### src/rtl/uc_pkg.sv
// Shared constants and enums for the multi-cycle control unit.
// Opcodes and ALU codes are the 3-bit/4-bit base encodings; wider buses zero-extend.
package uc_pkg;

  localparam logic [2:0] OPC_ADD = 3'b000;
  localparam logic [2:0] OPC_SUB = 3'b001;
  localparam logic [2:0] OPC_SLT = 3'b010;
  localparam logic [2:0] OPC_SW  = 3'b011;
  localparam logic [2:0] OPC_LW  = 3'b100;

  localparam logic [3:0] ALU_ADD  = 4'b0010;
  localparam logic [3:0] ALU_SUB  = 4'b0110;
  localparam logic [3:0] ALU_SLT  = 4'b0111;
  localparam logic [3:0] ALU_PASS = 4'b1111;

  typedef enum logic [1:0] {
    CLS_R,
    CLS_STORE,
    CLS_LOAD,
    CLS_ILLEGAL
  } cls_e;

  typedef enum logic [2:0] {
    ST_IDLE,
    ST_EXEC,
    ST_MEM_WR,
    ST_MEM_RD,
    ST_WB,
    ST_ERR
  } state_e;

endpackage

### src/rtl/unidad_control_mc_if.sv
// Instruction handshake plus datapath control lines of the control unit.
// master = instruction fetch side, slave = control unit.
interface unidad_control_mc_if #(
  parameter int OPC_W    = 3,
  parameter int ALU_OP_W = 4
);
  logic                inst_valid;
  logic [OPC_W-1:0]    inst;
  logic                inst_ready;
  logic                busy;
  logic                done;
  logic                err;
  logic                wEnable_BR;
  logic                SEL_dmx;
  logic [ALU_OP_W-1:0] OP_alu;
  logic                W_ram;
  logic                R_ram;

  modport master (
    output inst_valid, inst,
    input  inst_ready, busy, done, err, wEnable_BR, SEL_dmx, OP_alu, W_ram, R_ram
  );

  modport slave (
    input  inst_valid, inst,
    output inst_ready, busy, done, err, wEnable_BR, SEL_dmx, OP_alu, W_ram, R_ram
  );
endinterface

### src/rtl/uc_decoder.sv
// Combinational opcode decoder: opcode -> {class, 4-bit ALU code, legal}.
module uc_decoder
  import uc_pkg::*;
#(
  parameter int OPC_W = 3
) (
  input  logic [OPC_W-1:0] i_opc,
  output cls_e             o_cls,
  output logic [3:0]       o_alu,
  output logic             o_legal
);

  logic w_upper;

  // Any bit above bit 2 makes the opcode illegal regardless of the low bits.
  assign w_upper = (i_opc >> 3) != '0;

  always_comb begin
    o_cls = CLS_ILLEGAL;
    o_alu = '0;
    if (!w_upper) begin
      case (i_opc[2:0])
        OPC_ADD: begin o_cls = CLS_R;     o_alu = ALU_ADD;  end
        OPC_SUB: begin o_cls = CLS_R;     o_alu = ALU_SUB;  end
        OPC_SLT: begin o_cls = CLS_R;     o_alu = ALU_SLT;  end
        OPC_SW:  begin o_cls = CLS_STORE; o_alu = ALU_PASS; end
        OPC_LW:  begin o_cls = CLS_LOAD;  o_alu = ALU_SLT;  end
        default: ;
      endcase
    end
    o_legal = (o_cls != CLS_ILLEGAL);
  end

endmodule

### src/rtl/unidad_control_mc.sv
// Multi-cycle control unit: accepts one opcode per valid/ready handshake and
// sequences it through EXEC, memory and write-back phases (Moore outputs).
module unidad_control_mc
  import uc_pkg::*;
#(
  parameter int OPC_W    = 3,
  parameter int ALU_OP_W = 4,
  parameter int RAM_LAT  = 1
) (
  input  logic              clk,
  input  logic              rst_n,
  unidad_control_mc_if.slave bus
);

  localparam int              CNT_W    = (RAM_LAT > 1) ? $clog2(RAM_LAT) : 1;
  localparam logic [CNT_W-1:0] CNT_INIT = CNT_W'(RAM_LAT - 1);

  state_e           r_state, w_next;
  logic [OPC_W-1:0] r_opc;
  logic [OPC_W-1:0] w_dec_opc;
  logic [CNT_W-1:0] r_cnt;
  cls_e             w_cls;
  logic [3:0]       w_alu;
  logic             w_legal;
  logic             w_accept;

  logic                w_ready, w_busy, w_done, w_err;
  logic                w_wen, w_sel, w_wram, w_rram;
  logic [ALU_OP_W-1:0] w_op;

  assign w_accept  = bus.inst_valid && (r_state == ST_IDLE);
  // In IDLE the live opcode is decoded for the legal check; afterwards the captured one.
  assign w_dec_opc = (r_state == ST_IDLE) ? bus.inst : r_opc;

  uc_decoder #(.OPC_W(OPC_W)) u_dec (
    .i_opc   (w_dec_opc),
    .o_cls   (w_cls),
    .o_alu   (w_alu),
    .o_legal (w_legal)
  );

  always_ff @(posedge clk or negedge rst_n) begin
    if (!rst_n) begin
      r_state <= ST_IDLE;
      r_opc   <= '0;
      r_cnt   <= '0;
    end else begin
      r_state <= w_next;
      if (w_accept) r_opc <= bus.inst;
      if (r_state == ST_EXEC && w_cls == CLS_LOAD) r_cnt <= CNT_INIT;
      else if (r_state == ST_MEM_RD && r_cnt != '0) r_cnt <= r_cnt - 1'b1;
    end
  end

  always_comb begin
    w_next  = r_state;
    w_ready = 1'b0;
    w_busy  = 1'b1;
    w_done  = 1'b0;
    w_err   = 1'b0;
    w_wen   = 1'b0;
    w_sel   = 1'b0;
    w_wram  = 1'b0;
    w_rram  = 1'b0;
    w_op    = '0;
    case (r_state)
      ST_IDLE: begin
        w_ready = 1'b1;
        w_busy  = 1'b0;
        if (w_accept) w_next = w_legal ? ST_EXEC : ST_ERR;
      end
      ST_EXEC: begin
        w_op  = ALU_OP_W'(w_alu);
        w_sel = (w_cls == CLS_STORE) || (w_cls == CLS_LOAD);
        case (w_cls)
          CLS_STORE: w_next = ST_MEM_WR;
          CLS_LOAD:  w_next = ST_MEM_RD;
          default:   w_next = ST_WB;
        endcase
      end
      ST_MEM_WR: begin
        w_wram = 1'b1;
        w_sel  = 1'b1;
        w_op   = ALU_OP_W'(ALU_PASS);
        w_done = 1'b1;
        w_next = ST_IDLE;
      end
      ST_MEM_RD: begin
        w_rram = 1'b1;
        w_sel  = 1'b1;
        w_op   = ALU_OP_W'(ALU_SLT);
        if (r_cnt == '0) w_next = ST_WB;
      end
      ST_WB: begin
        w_wen  = 1'b1;
        w_done = 1'b1;
        w_op   = ALU_OP_W'(w_alu);
        w_sel  = (w_cls == CLS_LOAD);
        w_next = ST_IDLE;
      end
      ST_ERR: begin
        w_done = 1'b1;
        w_err  = 1'b1;
        w_next = ST_IDLE;
      end
      default: begin
        w_busy = 1'b0;
        w_next = ST_IDLE;
      end
    endcase
  end

  assign bus.inst_ready = w_ready;
  assign bus.busy       = w_busy;
  assign bus.done       = w_done;
  assign bus.err        = w_err;
  assign bus.wEnable_BR = w_wen;
  assign bus.SEL_dmx    = w_sel;
  assign bus.OP_alu     = w_op;
  assign bus.W_ram      = w_wram;
  assign bus.R_ram      = w_rram;

endmodule
### src/flat_wrapper.sv
// flat-port wrapper written by rule: the top's interface ports become plain ports
module unidad_control_mc_flat import uc_pkg::*;
#(
  parameter int OPC_W    = 3,
  parameter int ALU_OP_W = 4,
  parameter int RAM_LAT  = 1
)
  (clk, rst_n, bus_inst_valid, bus_inst, bus_inst_ready, bus_busy, bus_done, bus_err, bus_wEnable_BR, bus_SEL_dmx, bus_OP_alu, bus_W_ram, bus_R_ram);
  unidad_control_mc_if #(.OPC_W(OPC_W), .ALU_OP_W(ALU_OP_W)) bus_i ();
  input  logic clk;
  input  logic rst_n;
  input wire logic [$bits(bus_i.inst_valid)-1:0] bus_inst_valid;
  input wire logic [$bits(bus_i.inst)-1:0] bus_inst;
  output wire logic [$bits(bus_i.inst_ready)-1:0] bus_inst_ready;
  output wire logic [$bits(bus_i.busy)-1:0] bus_busy;
  output wire logic [$bits(bus_i.done)-1:0] bus_done;
  output wire logic [$bits(bus_i.err)-1:0] bus_err;
  output wire logic [$bits(bus_i.wEnable_BR)-1:0] bus_wEnable_BR;
  output wire logic [$bits(bus_i.SEL_dmx)-1:0] bus_SEL_dmx;
  output wire logic [$bits(bus_i.OP_alu)-1:0] bus_OP_alu;
  output wire logic [$bits(bus_i.W_ram)-1:0] bus_W_ram;
  output wire logic [$bits(bus_i.R_ram)-1:0] bus_R_ram;
  assign bus_i.inst_valid = bus_inst_valid;
  assign bus_i.inst = bus_inst;
  assign bus_inst_ready = bus_i.inst_ready;
  assign bus_busy = bus_i.busy;
  assign bus_done = bus_i.done;
  assign bus_err = bus_i.err;
  assign bus_wEnable_BR = bus_i.wEnable_BR;
  assign bus_SEL_dmx = bus_i.SEL_dmx;
  assign bus_OP_alu = bus_i.OP_alu;
  assign bus_W_ram = bus_i.W_ram;
  assign bus_R_ram = bus_i.R_ram;
  unidad_control_mc #(.OPC_W(OPC_W), .ALU_OP_W(ALU_OP_W), .RAM_LAT(RAM_LAT)) u_core (.clk(clk), .rst_n(rst_n), .bus(bus_i));
endmodule
### config.mk
export PLATFORM = sky130hd
export DESIGN_NAME = unidad_control_mc_flat
export DESIGN_NICKNAME = d
export VERILOG_FILES = /design/src/rtl/uc_pkg.sv /design/src/rtl/unidad_control_mc_if.sv /design/src/rtl/uc_decoder.sv /design/src/rtl/unidad_control_mc.sv /design/src/flat_wrapper.sv
export SDC_FILE = /design/constraint.sdc
export NUM_CORES = 1
export LEC_CHECK = 0
export ABC_CLOCK_PERIOD_IN_PS = 1200
export CAP_MARGIN = 5
export CELL_PAD_IN_SITES_DETAIL_PLACEMENT = 1
export CELL_PAD_IN_SITES_GLOBAL_PLACEMENT = 2
export CORE_MARGIN = 2
export CORE_UTILIZATION = 21
export DETAILED_ROUTE_END_ITERATION = 7
export GPL_TIMING_DRIVEN = 0
export PLACE_DENSITY = 0.79
export SETUP_SLACK_MARGIN = 0.05
export SKIP_LAST_GASP = 1
export SLEW_MARGIN = 20
export SYNTH_ARGS = -nofsm -noshare
export SYNTH_HDL_FRONTEND = slang
export SYNTH_SLANG_ARGS = --single-unit
### constraint.sdc
create_clock -name clk -period 1.2 [get_ports clk]
set_input_delay 0.12 -clock clk [delete_from_list [all_inputs] [get_ports clk]]
set_output_delay 0.12 -clock clk [all_outputs]
set_load 0.01 [all_outputs]
==> qor_table.md, run 1 <==
| Stage | Result | This run |
|:---|:---|:---|
| logic synthesis | Compound-cell area share of the yosys netlist | 23.5% |
| routing | Routed length per placed instance | 13.1 um |
| routing | Drt pass-1 iters | 4 |
| timing | Time the worst path needs with I/O delays and setup | 1540 ps |
| clock tree | CTS Root Cell | sky130_fd_sc_hd__clkbuf_4 |
| clock tree | Clock tree from TritonCTS | yes |
| outcome | Status | finished, violations left |
| finish | Fill cells | 263 |
| clock tree | H-Tree Depth | 1 |
| timing | Highest clock rate | 0.648 GHz |
| timing | Portion of the clock cycle consumed by the worst path in the final layout | 129% |
| grt | Largest net degree at the start of global routing | 11 |
| setup path | Endpoint arrival time on the critical path | 1420 ps |
| finish | Most common library cell in the layout ignoring fill and taps | sky130_fd_sc_hd__buf_4 |
| floorplan | Number of placement rows | 17 |
| grt | GRT Overall Usage | 12.3% |
| finish | Antenna diode count | 0 |
| floorplan | DIE HEIGHT | 52.1 um |
| finish | Final nets | 98 |
| placement | Placer congestion estimate | 0.697 |
| timing | Final slew viol count | 0 |
| logic synthesis | Cell accounting for the most synthesized area | sky130_fd_sc_hd__dfrtp_1 |
| finish | Commonest non-fill, non-tap cells in the layout | 16 x sky130_fd_sc_hd__buf_4, 12 x sky130_fd_sc_hd__buf_2, 6 x sky130_fd_sc_hd__nor2_1, 5 x sky130_fd_sc_hd__clkdlybuf4s50_1, 5 x sky130_fd_sc_hd__dfrtp_1 |
| timing | Final Hold Slack | 140 ps |
| clock tree | Clock transition at path regs | 50 ps |
| floorplan | Ports placed on the boundary | 18 |
| setup path | End of the worst register-to-register path | u_core.r_opc[1] |
| logic synthesis | Synthesized area per cell | 9.16 um2 |
| logic synthesis | Area share of and/or/nand/nor cells after synthesis | 26.0% |
| grt | Antenna violations before repair | 0 |
| grt | Wire length of the first global-routing pass | 2.53 mm |
| grt | Remaining global-route overflow | 0 |
| setup path | Cell depth of the worst flop-to-flop path | 5 |
| logic synthesis | Post-Synthesis Cell Area | 485 um2 |
| logic synthesis | Top-area cell type share of the netlist area | 36.1% |
| finish | Final core utilization | 41.3% |
| clock tree | Largest buffer count on any clock path | 2 |
| setup path | Reg-to-Reg Start | u_core.r_state[1] |
| setup path | Crit path largest cell delay | 450 ps |
| pwr | PwrDens | 2750 nW/um2 |
| finish | Fraction of layout cells with a size suffix above 1 | 62.6% |
| setup path | Critical path fanouts, max | 7 |
| pwr | Static Leakage | 0.407 nW |
| timing | RSZ-0062 raised after global routing | true |
| grt | Via count of the first global-routing pass | 579 |
| setup path | Worst setup endpoint | bus_SEL_dmx |
| timing | Max transition margin | 77.0% |
| setup path | Setup crit start kind | flip-flop |
| clock tree | Insertion delay to the later sink of the worst-skew pair | 250 ps |
| setup path | Cell-by-cell listing of the critical path | or3b_4, o221ai_2, buf_2 |
| logic synthesis | Post-Synthesis Cells | 53 |
| hold path | Tightest Hold Check Type | in -> async |
| floorplan | Initial Utilization | 22.2% |
| pwr | Worst vdd rail ir drop | 1.11 mV |
| timing | Total Negative Setup Slacks | -3340 ps |
| routing | Per-cell via count in the routed design | 4.67 |
| logic synthesis | Number of storage elements in the synthesis netlist | 7 |
| logic synthesis | Synthesis Warnings | 0 |
| setup path | Critical Path Slowest Stage Cell | sky130_fd_sc_hd__dfrtp_2 |
| setup path | Required time at the worst-slack endpoint | 1080 ps |
| logic synthesis | Mux share of post-synthesis cell area | 4.64% |
| clock tree | Number of buffers created by CTS | 3 |
| routing | Wire length after detailed routing | 1.56 mm |
| setup path | Reg-to-reg setup timing slack | -230 ps |
| logic synthesis | Xor/xnor cell area share of the yosys netlist | 1.80% |
| pwr | Sequential Power Share | 17.4% |
| floorplan | Die Outline Area | 2710 um2 |
| logic synthesis | Synth area leaders | sky130_fd_sc_hd__dfrtp_1 36%, sky130_fd_sc_hd__nor2_1 6.2%, sky130_fd_sc_hd__nor4b_4 4.9% |
| routing | Detailed-route via count | 556 |
| timing | Count of final hold-check violations | 0 |
| logic synthesis | Largest family of logic cells by synthesized area | simple AND/OR/NAND/NOR gates |
| pwr | Part of the power in combinational logic | 74.2% |
| finish | Non-filler cells, final | 119 |
| pwr | Share of total power in the clock network | 8.4% |
| timing | Transition time of the tightest slew-check pin | 345 ps |
| finish | Final std cell area, no fill | 906 um2 |
| clock tree | Total number of clock tree sinks | 7 |
| timing | Final critical-path setup slack | -342 ps |
| pwr | Switching share of power | 42.4% |
| logic synthesis | Synthesized netlist net count | 59 |
| placement | # placed instances | 98 |
| pwr | P_int | 0.00143 W |
| setup path | Kind of critical path | reg -> out |
| logic synthesis | Count of different cell masters after synthesis | 25 |
| logic synthesis | Synth Area in Adders | 0% |
| floorplan | Core Region | 2190 um2 |
| routing | DRC errors left | 0 |
| outcome | Violated checks | negative setup slack |
| job | Total of max-cap violations | 0 |
| timing | # setup viols final | 17 |
| placement | Instance area at placement | 699 um2 |
| setup path | Critical path origin | u_core.r_opc[1] |
| routing | DRC violation total after the first TritonRoute iteration | 6 |
| timing | Skew final | 5.59 ps |
| pwr | Net switching power | 0.00106 W |
| routing | Remaining antenna violation count | 0 |
| finish | Area growth from synthesis to final layout | 86.6% |
| logic synthesis | Sequential element share of the synthesized area | 36.1% |
| setup path | Kind of capture point of the worst setup path | output port |
| floorplan | X dimension of the die | 52.1 um |
| placement | Number of buffer cells added on primary ports | 17 |
| clock tree | Number of buffers inserted by hold repair at cts | 0 |
| placement | DPL Wire Length | 990 um |
-- what timing repair did --
item                       CTS  global route
resized for setup           74             6
hold endpoints to repair     0             0
setup buffers               12             7
pin swaps                    5             8
setup endpoints to repair   19            19
-- critical path, delay by kind of cell (launching register included) --
kind	cells	cell delay (ps)
AOI/OAI and AO/OA	1	150
buffers and inverters	1	150
DFF	1	450
and+or+nand+nor	1	430
-- flip-flops by register name, summed over array words and instances, names as in the netlist --
register and cells:
u_core.r_opc 3, u_core.r_state 3, u_core.r_cnt 1
-- worst min-delay path by stage --
| stage | startpoint | endpoint |
|---|---|---|
| floorplan | rst_n | u_core.r_cnt |
| global placement | rst_n | u_core.r_state[1] |
| detailed placement | rst_n | u_core.r_state[1] |
| CTS | rst_n | u_core.r_state[1] |
| global route | rst_n | u_core.r_state[1] |
| finish | rst_n | u_core.r_state[1] |
-- cells by family (layout without fill, tap and decap cells) --
kind of cell	count (synthesis)	in the layout
AO/OA/AOI/OAI	16	16
XOR/XNOR	1	1
buffers and inverters	6	44
flip-flops	7	7
multiplexers	2	2
AND/OR/NAND/NOR	21	21
-- power by group through the flow --
stage	clock (W)	combinational [W]	sequential, W
3_5_place_dp	0	0.00136	0.000431
6_report	0.000210	0.00185	0.000434
2_1_floorplan	0	0.000807	0.000407
3_3_place_gp	0	0.00134	0.000426
4_1_cts	0.000219	0.00168	0.000431
5_1_grt	0.000235	0.00201	0.000451
-- cells in the mapped netlist --
master	count
sky130_fd_sc_hd__inv_1	3
sky130_fd_sc_hd__o311ai_0	1
sky130_fd_sc_hd__o221ai_1	1
sky130_fd_sc_hd__o32ai_1	1
sky130_fd_sc_hd__o31ai_2	1
sky130_fd_sc_hd__nor2_1	8
sky130_fd_sc_hd__o21ai_0	4
sky130_fd_sc_hd__dfrtp_1	7
sky130_fd_sc_hd__nand4b_1	1
sky130_fd_sc_hd__a311oi_1	1
sky130_fd_sc_hd__xnor2_1	1
sky130_fd_sc_hd__nand2b_1	3
sky130_fd_sc_hd__nor3b_1	1
sky130_fd_sc_hd__o211ai_1	1
sky130_fd_sc_hd__nand3b_1	1
sky130_fd_sc_hd__a21oi_1	3
sky130_fd_sc_hd__mux2_2	2
sky130_fd_sc_hd__nor4b_4	1
sky130_fd_sc_hd__nor3_1	2
sky130_fd_sc_hd__buf_6	2
sky130_fd_sc_hd__o21a_1	2
sky130_fd_sc_hd__a221oi_1	1
sky130_fd_sc_hd__buf_2	1
sky130_fd_sc_hd__or3b_1	1
sky130_fd_sc_hd__nand2_1	3
-- routing by layer --
metal	up-vias	track usage (%)	share of wire [%]
met3	2	2.59	3.3
li1	272	-	-
met5	-	0	0
met2	12	22.8	55
met1	270	14.3	40
met4	0	2.63	1.2
-- cell type report --
class	instances	area [um2]	area share [%]
Buffer	3	33.8	3.73
Clock buffer	4	26.3	2.90
Inverter	3	11.3	1.24
Multi-Input combinational cell	40	380	42.0
Sequential cell	7	178	19.6
Tap cell	28	35.0	3.87
Timing Repair Buffer	34	241	26.7
-- stage by stage --
stage          power [W]  worst slack, ps
2_1_floorplan    0.00121             -109
3_3_place_gp     0.00176             -598
3_5_place_dp     0.00179             -607
4_1_cts          0.00233             -353
5_1_grt          0.00270             -402
6_report         0.00249             -342
(Power assumes the default switching activity.)
==> inputs of run 2 (changes only) <==
--- a/config.mk
+++ b/config.mk
@@ -9,11 +9,12 @@
 export CAP_MARGIN = 5
 export CELL_PAD_IN_SITES_DETAIL_PLACEMENT = 1
 export CELL_PAD_IN_SITES_GLOBAL_PLACEMENT = 2
-export CORE_MARGIN = 2
-export CORE_UTILIZATION = 21
+export CORE_MARGIN = 4
+export CORE_UTILIZATION = 23
+export CTS_BUF_LIST = sky130_fd_sc_hd__clkbuf_2 sky130_fd_sc_hd__clkbuf_4 sky130_fd_sc_hd__clkbuf_8
 export DETAILED_ROUTE_END_ITERATION = 7
 export GPL_TIMING_DRIVEN = 0
-export PLACE_DENSITY = 0.79
+export PLACE_DENSITY = 0.85
 export SETUP_SLACK_MARGIN = 0.05
 export SKIP_LAST_GASP = 1
 export SLEW_MARGIN = 20
==> run 2 against run 1 <==
  * The run still ends with negative setup slack left
  * Die area up 7.3%
  * Largest power group unchanged
  * Sequential power fell by 2%
  * Via count is 2.5% lower
  * Wire length fell by 1.0%
  * Sequential share of layout area is 0.22 points higher
  * Fmax is 0.13% lower
  * Sequential cell count is the same
  * First-iteration DRC count up 67%
  * Worst setup slack worse by 2.0 ps
  * Non-clock buffer count is 3 lower
  * Register-to-register slack got worse by 30 ps
==> qor_table.md, run 2 (synthesis results as in run 1) <==
| Stage | Result | This run | vs previous |
|:---|:---|:---|:---|
| clock tree | CTS Root Cell | sky130_fd_sc_hd__clkbuf_4 |  |
| setup path | Kind of capture point of the worst setup path | output port |  |
| finish | Fill cells | 230 | -13% |
| placement | Pre-CTS setup slack | -613 ps | -6.94 ps |
| pwr | Static Leakage | 0.397 nW | -2.3% |
| routing | DRC errors left | 0 | unchanged |
| grt | Antenna violations before repair | 0 | unchanged |
| finish | Area of the multi-input gates | 370 um2 | -2.6% |
| timing | Max transition margin | 75.6% | -1.4 points |
| floorplan | Initial Utilization | 24.5% | +2.3 points |
| job | Total of max-cap violations | 0 | unchanged |
| grt | Remaining global-route overflow | 0 | unchanged |
| routing | Remaining antenna violation count | 0 | unchanged |
| floorplan | Die Outline Area | 2910 um2 | +7.3% |
| timing | Transition time of the tightest slew-check pin | 364 ps | +19.0 ps |
| timing | Skew final | 4.15 ps | -1.43 ps |
| finish | Largest registers | u_core.r_opc x3, u_core.r_state x3, u_core.r_cnt x1 |  |
| outcome | Status | finished, violations left |  |
| setup path | Endpoint arrival time on the critical path | 1420 ps | about the same |
| timing | Count of final hold-check violations | 0 | unchanged |
| grt | Wire length of the first global-routing pass | 2.40 mm | -4.9% |
| setup path | End of the worst register-to-register path | u_core.r_opc[0] |  |
| setup path | Setup crit start kind | flip-flop |  |
| clock tree | Total number of clock tree sinks | 7 | unchanged |
| routing | Routed length per placed instance | 13.4 um | +2.4% |
| clock tree | Insertion delay to the later sink of the worst-skew pair | 250 ps | about the same |
| finish | Seq. cell area | 178 um2 | unchanged |
| setup path | Critical path fanouts, max | 6 | -1 |
| finish | Commonest non-fill, non-tap cells in the layout | 12 x sky130_fd_sc_hd__buf_2, 10 x sky130_fd_sc_hd__buf_4, 6 x sky130_fd_sc_hd__buf_6 |  |
| grt | Largest net degree at the start of global routing | 11 | unchanged |
| timing | RSZ-0062 raised after global routing | true |  |
| clock tree | Clock transition at path regs | 50 ps | about the same |
| hold path | Tightest Hold Check Type | in -> async |  |
| clock tree | H-Tree Depth | 1 | unchanged |
| finish | Most common library cell in the layout ignoring fill and taps | sky130_fd_sc_hd__buf_2 |  |
| timing | Final Hold Slack | 129 ps | -10.9 ps |
| placement | Number of buffer cells added on primary ports | 17 | unchanged |
| timing | Portion of the clock cycle consumed by the worst path in the final layout | 129% | +0.17 points |
| placement | Placer congestion estimate | 0.674 | -3.3% |
| timing | # setup viols final | 17 | unchanged |
| finish | Fraction of layout cells with a size suffix above 1 | 62.5% | -0.14 points |
| setup path | Reg-to-Reg Start | u_core.r_state[1] |  |
| placement | # placed instances | 97 | -1.0% |
| routing | Detailed-route via count | 542 | -2.5% |
| floorplan | Core Region | 1980 um2 | -9.5% |
| finish | Antenna diode count | 0 | unchanged |
| floorplan | Ports placed on the boundary | 18 | unchanged |
| setup path | Required time at the worst-slack endpoint | 1080 ps | about the same |
| finish | Non-filler cells, final | 115 | -3.4% |
| setup path | Reg-to-reg setup timing slack | -260 ps | -30 ps |
| routing | Drt pass-1 iters | 4 | unchanged |
| grt | Via count of the first global-routing pass | 521 | -10% |
| pwr | PwrDens | 2750 nW/um2 | +0.15% |
| outcome | Violated checks | negative setup slack |  |
| clock tree | Number of buffers created by CTS | 3 | unchanged |
| setup path | Cell depth of the worst flop-to-flop path | 5 | unchanged |
| routing | Wire length after detailed routing | 1.54 mm | -1.0% |
| timing | Highest clock rate | 0.647 GHz | -0.13% |
| clock tree | Largest buffer count on any clock path | 2 | unchanged |
| floorplan | X dimension of the die | 53.9 um | +3.6% |
| setup path | Kind of critical path | reg -> out |  |
| routing | DRC violation total after the first TritonRoute iteration | 10 | +4 |
| floorplan | DIE HEIGHT | 53.9 um | +3.6% |
| routing | Per-cell via count in the routed design | 4.71 | +0.87% |
| timing | Final slew viol count | 0 | unchanged |
| floorplan | Number of placement rows | 16 | -1 |
| finish | Area growth from synthesis to final layout | 84.5% |  |
| grt | GRT Overall Usage | 11.6% | -0.73 points |
| finish | Final nets | 95 | -3.1% |
| timing | Time the worst path needs with I/O delays and setup | 1540 ps | +2.04 ps |
| placement | DPL Wire Length | 960 um | -3.1% |
| timing | Final critical-path setup slack | -344 ps | -2.04 ps |
| pwr | Worst vdd rail ir drop | 1.32 mV | +19% |
| clock tree | Clock tree from TritonCTS | yes |  |
| setup path | Critical path origin | u_core.r_opc[1] |  |
run 2: final cells by class:
class	count	share of cell area, %
flip-flops and latches	7	19.8
inverters	3	1.26
plain buffers	3	3.77
well taps	27	3.77
repair buffers	31	26.7
clock buffers	4	3.35
multi-input cells	40	41.3
run 2: through the flow:
step | utilization, % | instance area (um2) | total power (W) | setup TNS, ps
4_1_cts | 42.2 | 837 | 0.00232 | -3550
2_1_floorplan | - | 494 | 0.00121 | -510
5_1_grt | 45.2 | 896 | 0.00266 | -4710
6_report | 45.2 | 896 | 0.00247 | -3660
3_3_place_gp | 35.2 | 698 | 0.00177 | -5790
3_5_place_dp | 35.2 | 698 | 0.00179 | -5970
run 2: timing repair:
action | 4_1_cts | 5_1_grt
gates cloned | 0 | 0
pin swaps | 7 | 7
hold buffers | 0 | 0
gates resized for setup | 70 | 10
endpoints found under the setup margin | 19 | 18
buffers inserted | 11 | 3
endpoints found under the hold margin | 0 | 0
run 2: worst max-delay path by stage:
stage                                 end  cells past startpoint  slack, ps
after floorplan           u_core.r_opc[0]                      3       -110
after global placement        bus_SEL_dmx                      5       -600
after detailed placement      bus_SEL_dmx                      5       -610
after CTS                   bus_OP_alu[2]                      5       -370
after global routing        bus_OP_alu[2]                      5       -430
final                         bus_SEL_dmx                      3       -340
run 2: worst max-delay path: stages, from the launching register on:
cell and delay [ps]:
sky130_fd_sc_hd__dfrtp_2 440, sky130_fd_sc_hd__or3b_4 430, sky130_fd_sc_hd__o221ai_2 150, sky130_fd_sc_hd__buf_2 160
run 2: routing by layer:
metal,track usage [%],vias to the layer above,wire (um)
met5,0,-,0
met4,1.28,0,0
met3,6.09,0,99
met2,20.8,16,847
met1,12.3,259,596
li1,-,267,-
run 2: power breakdown:
part	internal, W	switching (W)
Sequential	0.000334	0.0000925
Clock	0.000150	0.0000904
Combinational	0.000943	0.000857
